File: config.mk
export PLATFORM = sky130hd
export DESIGN_NAME = multicycle_ctrl
export DESIGN_NICKNAME = d
export VERILOG_FILES = /design/src/rtl/multicycle_ctrl_pkg.sv /design/src/rtl/mc_decode.sv /design/src/rtl/multicycle_ctrl.sv
export SDC_FILE = /design/constraint.sdc
export NUM_CORES = 1
export LEC_CHECK = 0
export BUFFER_PORTS_ARGS = -buffer_cell sky130_fd_sc_hd__buf_2
export CAP_MARGIN = 40
export CORE_UTILIZATION = 45
export CTS_CLUSTER_DIAMETER = 100
export DETAILED_ROUTE_END_ITERATION = 7
export PLACE_DENSITY = 0.78
export SLEW_MARGIN = 0
export SYNTH_ARGS = -nofsm -noshare
export SYNTH_HDL_FRONTEND = slang
export SYNTH_SLANG_ARGS = --single-unit
File: constraint.sdc
create_clock -name clk -period 2.12 [get_ports clk]
set_input_delay 0.106 -clock clk [delete_from_list [all_inputs] [get_ports clk]]
set_output_delay 0.106 -clock clk [all_outputs]
set_load 0.02 [all_outputs]
File: src/rtl/multicycle_ctrl_pkg.sv
// multicycle_ctrl_pkg
// Shared definitions for the multicycle MIPS-subset controller:
//   - FSM state encoding (visible on the controller's state output)
//   - opcode / funct constants for the supported instruction set
//   - encodings of the pc_src, alu_op, ext_op, reg_dst and mem2reg fields
//   - the instruction-class one-hot and static-field bundles that the
//     decoder hands to the FSM
package multicycle_ctrl_pkg;

    typedef enum logic [2:0] {
        S_FETCH  = 3'd0,
        S_DECODE = 3'd1,
        S_EXEC   = 3'd2,
        S_MEM    = 3'd3,
        S_WB     = 3'd4,
        S_HALT   = 3'd5
    } state_t;

    // Primary opcodes, IR[31:26]
    localparam logic [5:0] OP_RTYPE = 6'h00;
    localparam logic [5:0] OP_J     = 6'h02;
    localparam logic [5:0] OP_JAL   = 6'h03;
    localparam logic [5:0] OP_BEQ   = 6'h04;
    localparam logic [5:0] OP_BGTZ  = 6'h07;
    localparam logic [5:0] OP_ADDI  = 6'h08;
    localparam logic [5:0] OP_ORI   = 6'h0D;
    localparam logic [5:0] OP_LUI   = 6'h0F;
    localparam logic [5:0] OP_LB    = 6'h20;
    localparam logic [5:0] OP_LW    = 6'h23;
    localparam logic [5:0] OP_SW    = 6'h2B;

    // R-type function codes, IR[5:0]
    localparam logic [5:0] FN_SLL  = 6'h00;
    localparam logic [5:0] FN_JR   = 6'h08;
    localparam logic [5:0] FN_JALR = 6'h09;
    localparam logic [5:0] FN_ADD  = 6'h20;
    localparam logic [5:0] FN_SUB  = 6'h22;
    localparam logic [5:0] FN_XOR  = 6'h26;

    // Next-PC source select
    localparam logic [2:0] PC_PLUS4  = 3'b000;
    localparam logic [2:0] PC_BRANCH = 3'b001;
    localparam logic [2:0] PC_JUMP   = 3'b010;
    localparam logic [2:0] PC_REG    = 3'b100;

    // ALU operation select
    localparam logic [2:0] ALU_ADD = 3'b000;
    localparam logic [2:0] ALU_SUB = 3'b001;
    localparam logic [2:0] ALU_XOR = 3'b010;
    localparam logic [2:0] ALU_OR  = 3'b011;
    localparam logic [2:0] ALU_SLL = 3'b100;

    // Immediate extension mode
    localparam logic [2:0] EXT_ZERO = 3'b000;
    localparam logic [2:0] EXT_SIGN = 3'b001;
    localparam logic [2:0] EXT_LUI  = 3'b010;

    // Destination register select
    localparam logic [1:0] RD_RT = 2'b00;
    localparam logic [1:0] RD_RD = 2'b01;
    localparam logic [1:0] RD_RA = 2'b10;

    // Register-file write-data select
    localparam logic [2:0] M2R_ALU = 3'b000;
    localparam logic [2:0] M2R_MEM = 3'b001;
    localparam logic [2:0] M2R_LUI = 3'b010;
    localparam logic [2:0] M2R_PC  = 3'b011;

    // Exactly one bit is set for a legal instruction, none for an illegal one.
    // jump = j, link = jal, jumpReg = jr, linkReg = jalr.
    typedef struct packed {
        logic alu;
        logic load;
        logic store;
        logic branch;
        logic jump;
        logic link;
        logic jumpReg;
        logic linkReg;
    } instrClass_t;

    typedef struct packed {
        logic [2:0] aluOp;
        logic       aluSrc;
        logic [2:0] extOp;
        logic [1:0] regDst;
        logic [2:0] mem2reg;
    } ctrlFields_t;

    // Loads and stores both take the MEM state after EXEC
    function automatic logic isMemClass(input instrClass_t c);
        return c.load | c.store;
    endfunction

endpackage

File: src/rtl/mc_decode.sv
// mc_decode
// Purely combinational instruction decoder for the multicycle controller.
// Ports:
//   i_opcode  [5:0]  IR[31:26]
//   i_funct   [5:0]  IR[5:0], only meaningful for R-type
//   o_class          instruction-class one-hot (all zero when illegal)
//   o_fields         static datapath fields (alu_op, alu_src, ext_op,
//                    reg_dst, mem2reg); all zero when illegal
//   o_legal          1 when opcode/funct is in the supported set
module mc_decode
    import multicycle_ctrl_pkg::*;
(
    input  logic [5:0]  i_opcode,
    input  logic [5:0]  i_funct,
    output instrClass_t o_class,
    output ctrlFields_t o_fields,
    output logic        o_legal
);

    // Every output starts from the all-zero encoding so that an unsupported
    // opcode/funct pair leaves nothing but o_legal=0 behind.
    always_comb begin
        o_class          = '0;
        o_fields.aluOp   = ALU_ADD;
        o_fields.aluSrc  = 1'b0;
        o_fields.extOp   = EXT_ZERO;
        o_fields.regDst  = RD_RT;
        o_fields.mem2reg = M2R_ALU;
        o_legal          = 1'b1;

        case (i_opcode)
            OP_RTYPE: begin
                o_fields.regDst = RD_RD;
                case (i_funct)
                    FN_ADD: o_class.alu = 1'b1;
                    FN_SUB: begin
                        o_class.alu    = 1'b1;
                        o_fields.aluOp = ALU_SUB;
                    end
                    FN_XOR: begin
                        o_class.alu    = 1'b1;
                        o_fields.aluOp = ALU_XOR;
                    end
                    FN_SLL: begin
                        o_class.alu    = 1'b1;
                        o_fields.aluOp = ALU_SLL;
                    end
                    FN_JR: begin
                        o_class.jumpReg = 1'b1;
                        o_fields.regDst = RD_RT;
                    end
                    FN_JALR: begin
                        o_class.linkReg  = 1'b1;
                        o_fields.mem2reg = M2R_PC;
                    end
                    default: begin
                        o_legal         = 1'b0;
                        o_fields.regDst = RD_RT;
                    end
                endcase
            end
            OP_ORI: begin
                o_class.alu     = 1'b1;
                o_fields.aluOp  = ALU_OR;
                o_fields.aluSrc = 1'b1;
                o_fields.extOp  = EXT_ZERO;
            end
            OP_ADDI: begin
                o_class.alu     = 1'b1;
                o_fields.aluSrc = 1'b1;
                o_fields.extOp  = EXT_SIGN;
            end
            OP_LUI: begin
                o_class.alu      = 1'b1;
                o_fields.aluSrc  = 1'b1;
                o_fields.extOp   = EXT_LUI;
                o_fields.mem2reg = M2R_LUI;
            end
            OP_LW, OP_LB: begin
                o_class.load     = 1'b1;
                o_fields.aluSrc  = 1'b1;
                o_fields.extOp   = EXT_SIGN;
                o_fields.mem2reg = M2R_MEM;
            end
            OP_SW: begin
                o_class.store   = 1'b1;
                o_fields.aluSrc = 1'b1;
                o_fields.extOp  = EXT_SIGN;
            end
            OP_BEQ, OP_BGTZ: begin
                o_class.branch = 1'b1;
                o_fields.aluOp = ALU_SUB;
                o_fields.extOp = EXT_SIGN;
            end
            OP_J: o_class.jump = 1'b1;
            OP_JAL: begin
                o_class.link     = 1'b1;
                o_fields.regDst  = RD_RA;
                o_fields.mem2reg = M2R_PC;
            end
            default: o_legal = 1'b0;
        endcase
    end

endmodule

File: src/rtl/multicycle_ctrl.sv
// multicycle_ctrl
// FSM controller for a multicycle MIPS-subset datapath
// (FETCH -> DECODE -> EXEC -> [MEM] -> [WB], HALT on an illegal instruction).
// Ports:
//   clk, reset (async, active low)
//   opcode, funct        instruction fields, stable from DECODE onward
//   mem_ready            memory access completes this cycle
//   branch_taken         comparator result for beq/bgtz
//   mem_req, mem_we, ir_we, pc_we, rf_we   strobes
//   pc_src, alu_op, alu_src, ext_op, reg_dst, mem2reg   encoded controls
//   state                current FSM state
//   illegal              sticky halt flag
//   instr_cnt            retired-instruction count (wraps)
module multicycle_ctrl
    import multicycle_ctrl_pkg::*;
(
    input  logic        clk,
    input  logic        reset,
    input  logic [5:0]  opcode,
    input  logic [5:0]  funct,
    input  logic        mem_ready,
    input  logic        branch_taken,
    output logic        mem_req,
    output logic        mem_we,
    output logic        ir_we,
    output logic        pc_we,
    output logic        rf_we,
    output logic [2:0]  pc_src,
    output logic [2:0]  alu_op,
    output logic        alu_src,
    output logic [2:0]  ext_op,
    output logic [1:0]  reg_dst,
    output logic [2:0]  mem2reg,
    output logic [2:0]  state,
    output logic        illegal,
    output logic [31:0] instr_cnt
);

    state_t      r_state;
    state_t      w_nextState;
    logic        r_active;
    logic [31:0] r_instrCnt;
    logic        w_retire;
    logic        w_fieldsEn;
    instrClass_t w_class;
    ctrlFields_t w_fields;
    logic        w_legal;

    mc_decode u_decode (
        .i_opcode (opcode),
        .i_funct  (funct),
        .o_class  (w_class),
        .o_fields (w_fields),
        .o_legal  (w_legal)
    );

    // State register. r_active stays low until the first rising edge after
    // reset is released, so nothing is requested from memory and the FSM
    // cannot move on a partially-released reset.
    always_ff @(posedge clk or negedge reset) begin
        if (!reset) begin
            r_state  <= S_FETCH;
            r_active <= 1'b0;
        end else begin
            r_active <= 1'b1;
            if (r_active) begin
                r_state <= w_nextState;
            end
        end
    end

    // Retired-instruction counter, bumped as an instruction leaves its last
    // state; it simply wraps at the top of its range.
    always_ff @(posedge clk or negedge reset) begin
        if (!reset) begin
            r_instrCnt <= 32'd0;
        end else if (r_active && w_retire) begin
            r_instrCnt <= r_instrCnt + 32'd1;
        end
    end

    // Next-state and strobe logic. Strobes are zero by default, which also
    // covers reset (r_active cleared asynchronously) and HALT.
    always_comb begin
        w_nextState = r_state;
        w_retire    = 1'b0;
        mem_req     = 1'b0;
        mem_we      = 1'b0;
        ir_we       = 1'b0;
        pc_we       = 1'b0;
        rf_we       = 1'b0;
        pc_src      = PC_PLUS4;

        if (r_active) begin
            case (r_state)
                S_FETCH: begin
                    mem_req = 1'b1;
                    if (mem_ready) begin
                        ir_we       = 1'b1;
                        pc_we       = 1'b1;
                        pc_src      = PC_PLUS4;
                        w_nextState = S_DECODE;
                    end
                end
                S_DECODE: begin
                    w_nextState = w_legal ? S_EXEC : S_HALT;
                end
                S_EXEC: begin
                    if (w_class.alu) begin
                        w_nextState = S_WB;
                    end else if (isMemClass(w_class)) begin
                        w_nextState = S_MEM;
                    end else begin
                        w_nextState = S_FETCH;
                        w_retire    = 1'b1;
                        if (w_class.branch) begin
                            pc_src = PC_BRANCH;
                            pc_we  = branch_taken;
                        end else if (w_class.jump || w_class.link) begin
                            pc_src = PC_JUMP;
                            pc_we  = 1'b1;
                            rf_we  = w_class.link;
                        end else if (w_class.jumpReg || w_class.linkReg) begin
                            pc_src = PC_REG;
                            pc_we  = 1'b1;
                            rf_we  = w_class.linkReg;
                        end else begin
                            // Unreachable for a decoded-legal instruction
                            w_nextState = S_HALT;
                            w_retire    = 1'b0;
                        end
                    end
                end
                S_MEM: begin
                    mem_req = 1'b1;
                    mem_we  = w_class.store;
                    if (mem_ready) begin
                        w_nextState = w_class.store ? S_FETCH : S_WB;
                        w_retire    = w_class.store;
                    end
                end
                S_WB: begin
                    rf_we       = 1'b1;
                    w_nextState = S_FETCH;
                    w_retire    = 1'b1;
                end
                S_HALT: begin
                    w_nextState = S_HALT;
                end
                default: begin
                    w_nextState = S_HALT;
                end
            endcase
        end
    end

    // Static fields only mean something once the instruction is in the IR
    assign w_fieldsEn = (r_state != S_FETCH) && (r_state != S_HALT);
    assign alu_op     = w_fieldsEn ? w_fields.aluOp   : 3'b000;
    assign alu_src    = w_fieldsEn ? w_fields.aluSrc  : 1'b0;
    assign ext_op     = w_fieldsEn ? w_fields.extOp   : 3'b000;
    assign reg_dst    = w_fieldsEn ? w_fields.regDst  : 2'b00;
    assign mem2reg    = w_fieldsEn ? w_fields.mem2reg : 3'b000;

    assign state     = r_state;
    assign illegal   = (r_state == S_HALT);
    assign instr_cnt = r_instrCnt;

endmodule

# Yosys cells after proc, flatten, opt, wreduce, memory -nomap -nowiden
# Index checks and enable logic that the tools add are counted.
# totals
register_bits,36
latchBits,0
ramBits,0
mem_bits_ro,0
in_bits,16
out_inout_bits,56
word_cells,116
n_memories,0
# op_classes
n_addsub,1
mul,0
div,0
magnitude_cmp,0
eq_ne,23
shifts,0
n_mux,69
n_bitwise,1
n_reduce_logical,19
# op_table
op,n
$mux 3,19
$eq 6x6->1 const B,6
$mux 1,36
$add 32x1->32 const B,1
$eq 6x4->1 const B,5
$pmux 3 s3,2
$reduce_or 6->1,3
$pmux 3 s5,1
$eq 6x2->1 const B,2
$eq 6x3->1 const B,2
$logic_not 6->1,2
$reduce_or 10->1,1
$pmux 1 s2,4
$pmux 2 s2,2
$pmux 2 s4,1
$eq 3x2->1 const B,2
$eq 3x3->1 const B,2
$mux 2,3
$reduce_or 2->1,3
$reduce_or 5->1,1
$ne 2x2->1 const B,2
$reduce_or 4->1,1
$eq 3x1->1 const B,1
$logic_not 3->1,1
other kinds (8),10

# Longest topological paths before layout
# depth
depth_word,12
depth_mapped,7
depth_no_buf,6

# Cells and area by module
# From an unflattened synthesis, not the netlist that was laid out.
# hier_totals
cells_unflattened,265
hier_area_um2,2469.9
# by_module_without_submodules
module,n_inst,cells_per_inst,area_each_um2,seq_area_each_um2
multicycle_ctrl,1,202,2053.2,900.9
mc_decode,1,63,416.6,0.0

# Worst setup path after synthesis
# No wires, ideal clock.
# synth_path
path_kind,register to register
startpoint,"register r_state[2], in the netlist state[2]"
endpoint,"register r_instrCnt[24], in the netlist instr_cnt[24]"
setup_ns,0.080
arrival_ns,1.994
t_required_ns,2.040
path_slack_ns,0.046
path_stages_with_launch,8
path_buffers,2
synth_period_minus_slack_ns,2.074
path_cell_list,dfrtp_1 -> buf_2 -> nor3b_2 -> o21a_1 -> o2111ai_1 -> buf_2 -> a2111oi_2 -> xor2_1
# synth_via
elab_chain_cells,4
elab_cells_between_ends,6
cone_classes,eq/ne: 3; mux: 2; reduce/logical: 1
# synth_rtl
element,line,text
"start, declared",multicycle_ctrl.sv:39,state_t r_state;
"start signal, assigned",multicycle_ctrl.sv:67,r_state <= w_nextState;
$eq 3x3->1 or $eq 3x2->1 (tied branches),multicycle_ctrl.sv:95,case (r_state)
$pmux 1 s3 *,multicycle_ctrl.sv:95,
$mux 1 *,multicycle_ctrl.sv:94,if (r_active) begin
$logic_and 1x1->1 *,multicycle_ctrl.sv:77,end else if (r_active && w_retire) begin
"end signal, assigned",multicycle_ctrl.sv:78,r_instrCnt <= r_instrCnt + 32'd1;
"end, declared",multicycle_ctrl.sv:42,logic [31:0] r_instrCnt;
# Every way passes the cells marked *; elsewhere a longest branch is shown, timed or not.
# A chain may end at the register's enable or synchronous reset.

# Final worst setup path
# layout_path
startpoint,"register r_state[0], in the netlist state[0]"
endpoint,"register r_instrCnt[26], in the netlist instr_cnt[26]"
# Same word-level chain as after synthesis.

==> key figures <==
Pwr
  – Reg power frac: 37.5%
  – Worst ir drop on vdd: 0.000600 V
  – NetSw: 734 uW
  – PD cells: 580 nW/um^2
  – Net switching fraction of the power: 36.8%
  – Clock share of power: 25.1%
  – P_int: 1.26 mW
  – Comb pwr share: 37.4%
  – P_leak: 1.64 nW

Global routing
  – Vias in the first global route: 2560
  – Largest net degree at the start of global routing: 37
  – GRT overflow: 0
  – Total GRT Usage: 25.3%
  – Global-route wire length before repair: 12000 um
  – Initial antenna violation count: 0

Critical path
  – Crit path from: state[0]
  – CP cell instances: buf_4 -> nor3b_4 -> o21a_1 -> o2111ai_2 -> buf_6 -> a2111oi_2 -> xor2_1
  – Bufs and invs on worst path: 2
  – Crit path DAT: 2.31 ns
  – Startpoint types: flip-flop
  – Critical Path Max Stage Delay: 0.43 ns
  – Reg2reg path depth: 7
  – Required @ worst endpoint: 2.34 ns
  – Slowest-stage cell, CP: dfrtp_2
  – CP endpoint kind: flip-flop
  – Flop-to-flop setup slack: 0.03 ns
  – Crit path max-delay family: compound AO/OA/AOI/OAI gates
  – Critical path peak fanout: 7
  – Critical R2R Capture: instr_cnt[26]
  – Critical Path Stages: 7
  – Capture point of the worst path: instr_cnt[26]
  – Critical path class: flip-flop to flip-flop
  – Worst reg2reg startpoint: state[0]

Clock network
  – Total CTS buffers: 5
  – Clock Tree Buf Depth: 2
  – CTS tree: yes
  – H-tree depth: 2
  – Clock tree root driver cell: clkbuf_8
  – Clock Sinks: 36
  – CTS clk-pin slew, worst paths: 0.08 ns
  – Worst-Skew Late Latency: 0.30 ns

STA
  – Final hold violations: 0
  – Slew HR: 45.6%
  – Fmax: 478 MHz
  – Tcrit/Tclk final: 98.7%
  – Slew Viols, Final: 0
  – RSZ-0062 raised after global routing: true
  – Worst slew pin tran: 0.815 ns
  – Clock skew: 0.0111 ns
  – Post-layout min period: 2.09 ns
  – Final setup vio count: 0
  – WHS: 0.344 ns

Routing
  – Detailed router's first-iteration violation count: 231
  – Routed len/inst: 15.8 um
  – Total number of vias: 2656
  – TritonRoute pass-1 iters: 4
  – WL final: 7370 um
  – Via/cell ratio: 5.68
  – Routed Antenna Nets: 0
  – Post-route DRC: 0

Finish
  – Register area: 902 um^2
  – Most frequent cells in the layout: 68 x buf_2, 41 x buf_4, 35 x dfrtp_1
  – Design Area, Final: 3440 um^2
  – Area Overhead vs Synth: 34.0%
  – N_diodes: 0
  – Commonest non-fill, non-tap cell in the layout: buf_2
  – Share of post-route cells with drive strength above 1: 36.9%
  – Fillers: 475
  – Final core utilization: 62.4%
  – Final cell count without fillers: 468
  – Final #Nets: 412
  – Area of the multi-input gates: 1620 um^2

Run
  – Max-capacitance violation count: 0

Place
  – Area post-placement: 3230 um^2
  – # placed instances: 455
  – Final HPWL DP: 5530 um
  – Final GP Congestion: 0.924
  – PortBufs: 69

Die
  – Die area: 6010 um^2
  – Die Y: 77.5 um
  – Core Box Area: 5510 um^2
  – IO Count: 72
  – Die W: 77.5 um
  – Site Rows: 27
  – Starting Density: 46.6%

Logic synthesis
  – Post-Synthesis Cells: 289
  – Syn. warnings: 0
  – Yosys cell types: 50
  – Most used flip-flop cell after synthesis: dfrtp_1
  – Post-synth EDFFs: 0
  – Post-synthesis async set-or-reset flop share: 100%
  – Number of synthesized register bits: 36
  – Post-Syn Area per Cell: 8.88 um^2
  – Area of the mapped netlist: 2560 um^2
  – Sequential cell area fraction in the yosys report: 35.1%

Min path
  – Min-delay worst type: input pin to flip-flop

Run status
  – Outcome: complete, no violations
per-stage QoR:
stage / total power [mW] / worst slack, ns / setup TNS, ns
finish: 1.99 / 0.0282 / 0
CTS: 1.94 / 0.0277 / 0
global placement: 1.41 / 0.0725 / 0
floorplan: 1.15 / 0.0459 / 0
global route: 2.09 / -0.101 / -0.466
detailed placement: 1.43 / -0.000334 / -0.000334
timing repair:
| action | 4_1_cts | 5_1_grt |
|---|---|---|
| hold endpoints to repair | 36 | 0 |
| hold buffers | 1 | 0 |
| gates resized for setup | 3 | 12 |
| pin swaps | 0 | 10 |
| setup buffers | 1 | 3 |
| endpoints found under the setup margin | 4 | 20 |
area by class of cell:
type	count	area share, %
inverters	9	0.983
clock inverters	3	0.546
multi-input cells	229	47.1
well taps	72	2.62
repair buffers	114	20.5
clock buffers	5	2.00
flip-flops and latches	36	26.2
worst reg2reg max path, cell delays in order (launching register included):
cell	delay (ns)
dfrtp_2	0.43
buf_4	0.16
nor3b_4	0.21
o21a_1	0.21
o2111ai_2	0.22
buf_6	0.21
a2111oi_2	0.36
xor2_1	0.21
synthesized netlist by cell type (2+ instances only):
cell type,count,area (um^2)
dfrtp_1,36,901
xor2_1,28,245
nand2_1,24,90.1
nor2_1,23,86.3
a21oi_1,19,95.1
nand3_1,16,80.1
nand4_1,11,68.8
nor3_1,11,55.1
a2111oi_2,9,135
inv_1,9,33.8
clkbuf_1,8,30.0
nand2b_1,8,50.1
a211oi_1,7,52.6
or3_1,7,43.8
xnor2_1,7,61.3
and2_1,5,31.3
and3_1,5,31.3
buf_2,5,25.0
o21ai_0,5,25.0
a2111oi_1,3,30.0
a31oi_1,3,18.8
nor3b_1,3,22.5
nor4_1,3,18.8
o21a_1,3,22.5
buf_4,2,15.0
conb_1,2,7.51
nand3b_1,2,15.0
nor4_4,2,42.5
o211ai_1,2,15.0
routing by layer:
| metal | vias up | share of wire (%) | track usage (%) |
|---|---|---|---|
| met5 | - | 0 | 0 |
| met3 | 18 | 4.0 | 3.53 |
| met4 | 0 | 2.6 | 13.0 |
| li1 | 1267 | - | - |
| met1 | 1282 | 43 | 32.2 |
| met2 | 89 | 50 | 41.7 |
cells by family after synthesis:
logic type | count (synthesis) | synth area share [%]
fa+ha+maj | 1 | 0.488
flops | 36 | 35.1
buf+inv | 25 | 4.19
mux | 1 | 0.439
compound gates | 60 | 19.4
xor+xnor | 35 | 12.0
other cells | 2 | 0.293
simple gates | 129 | 28.1
state kept, by name, summed over array words and instances, names as in the netlist:
name,flops
instr_cnt,32
state,3
r_active,1
power by group through the flow:
stage | combinational [mW] | sequential, mW | clock, mW
after global placement | 0.649 | 0.763 | 0
final | 0.745 | 0.749 | 0.501
after CTS | 0.685 | 0.749 | 0.509
after global routing | 0.809 | 0.753 | 0.528
after floorplan | 0.336 | 0.818 | 0
after detailed placement | 0.661 | 0.766 | 0
worst min path at each step:
stage / start / end / slack (ns) / cells past startpoint
global route: mem_ready / state[2] / 0.36 / 5
CTS: mem_ready / state[2] / 0.33 / 5
global placement: reset / instr_cnt[10] / 0.22 / 1
finish: mem_ready / state[2] / 0.34 / 5
floorplan: reset / instr_cnt[0] / -0.19 / 0
detailed placement: reset / instr_cnt[31] / 0.25 / 1
(Power assumes the default switching activity.)
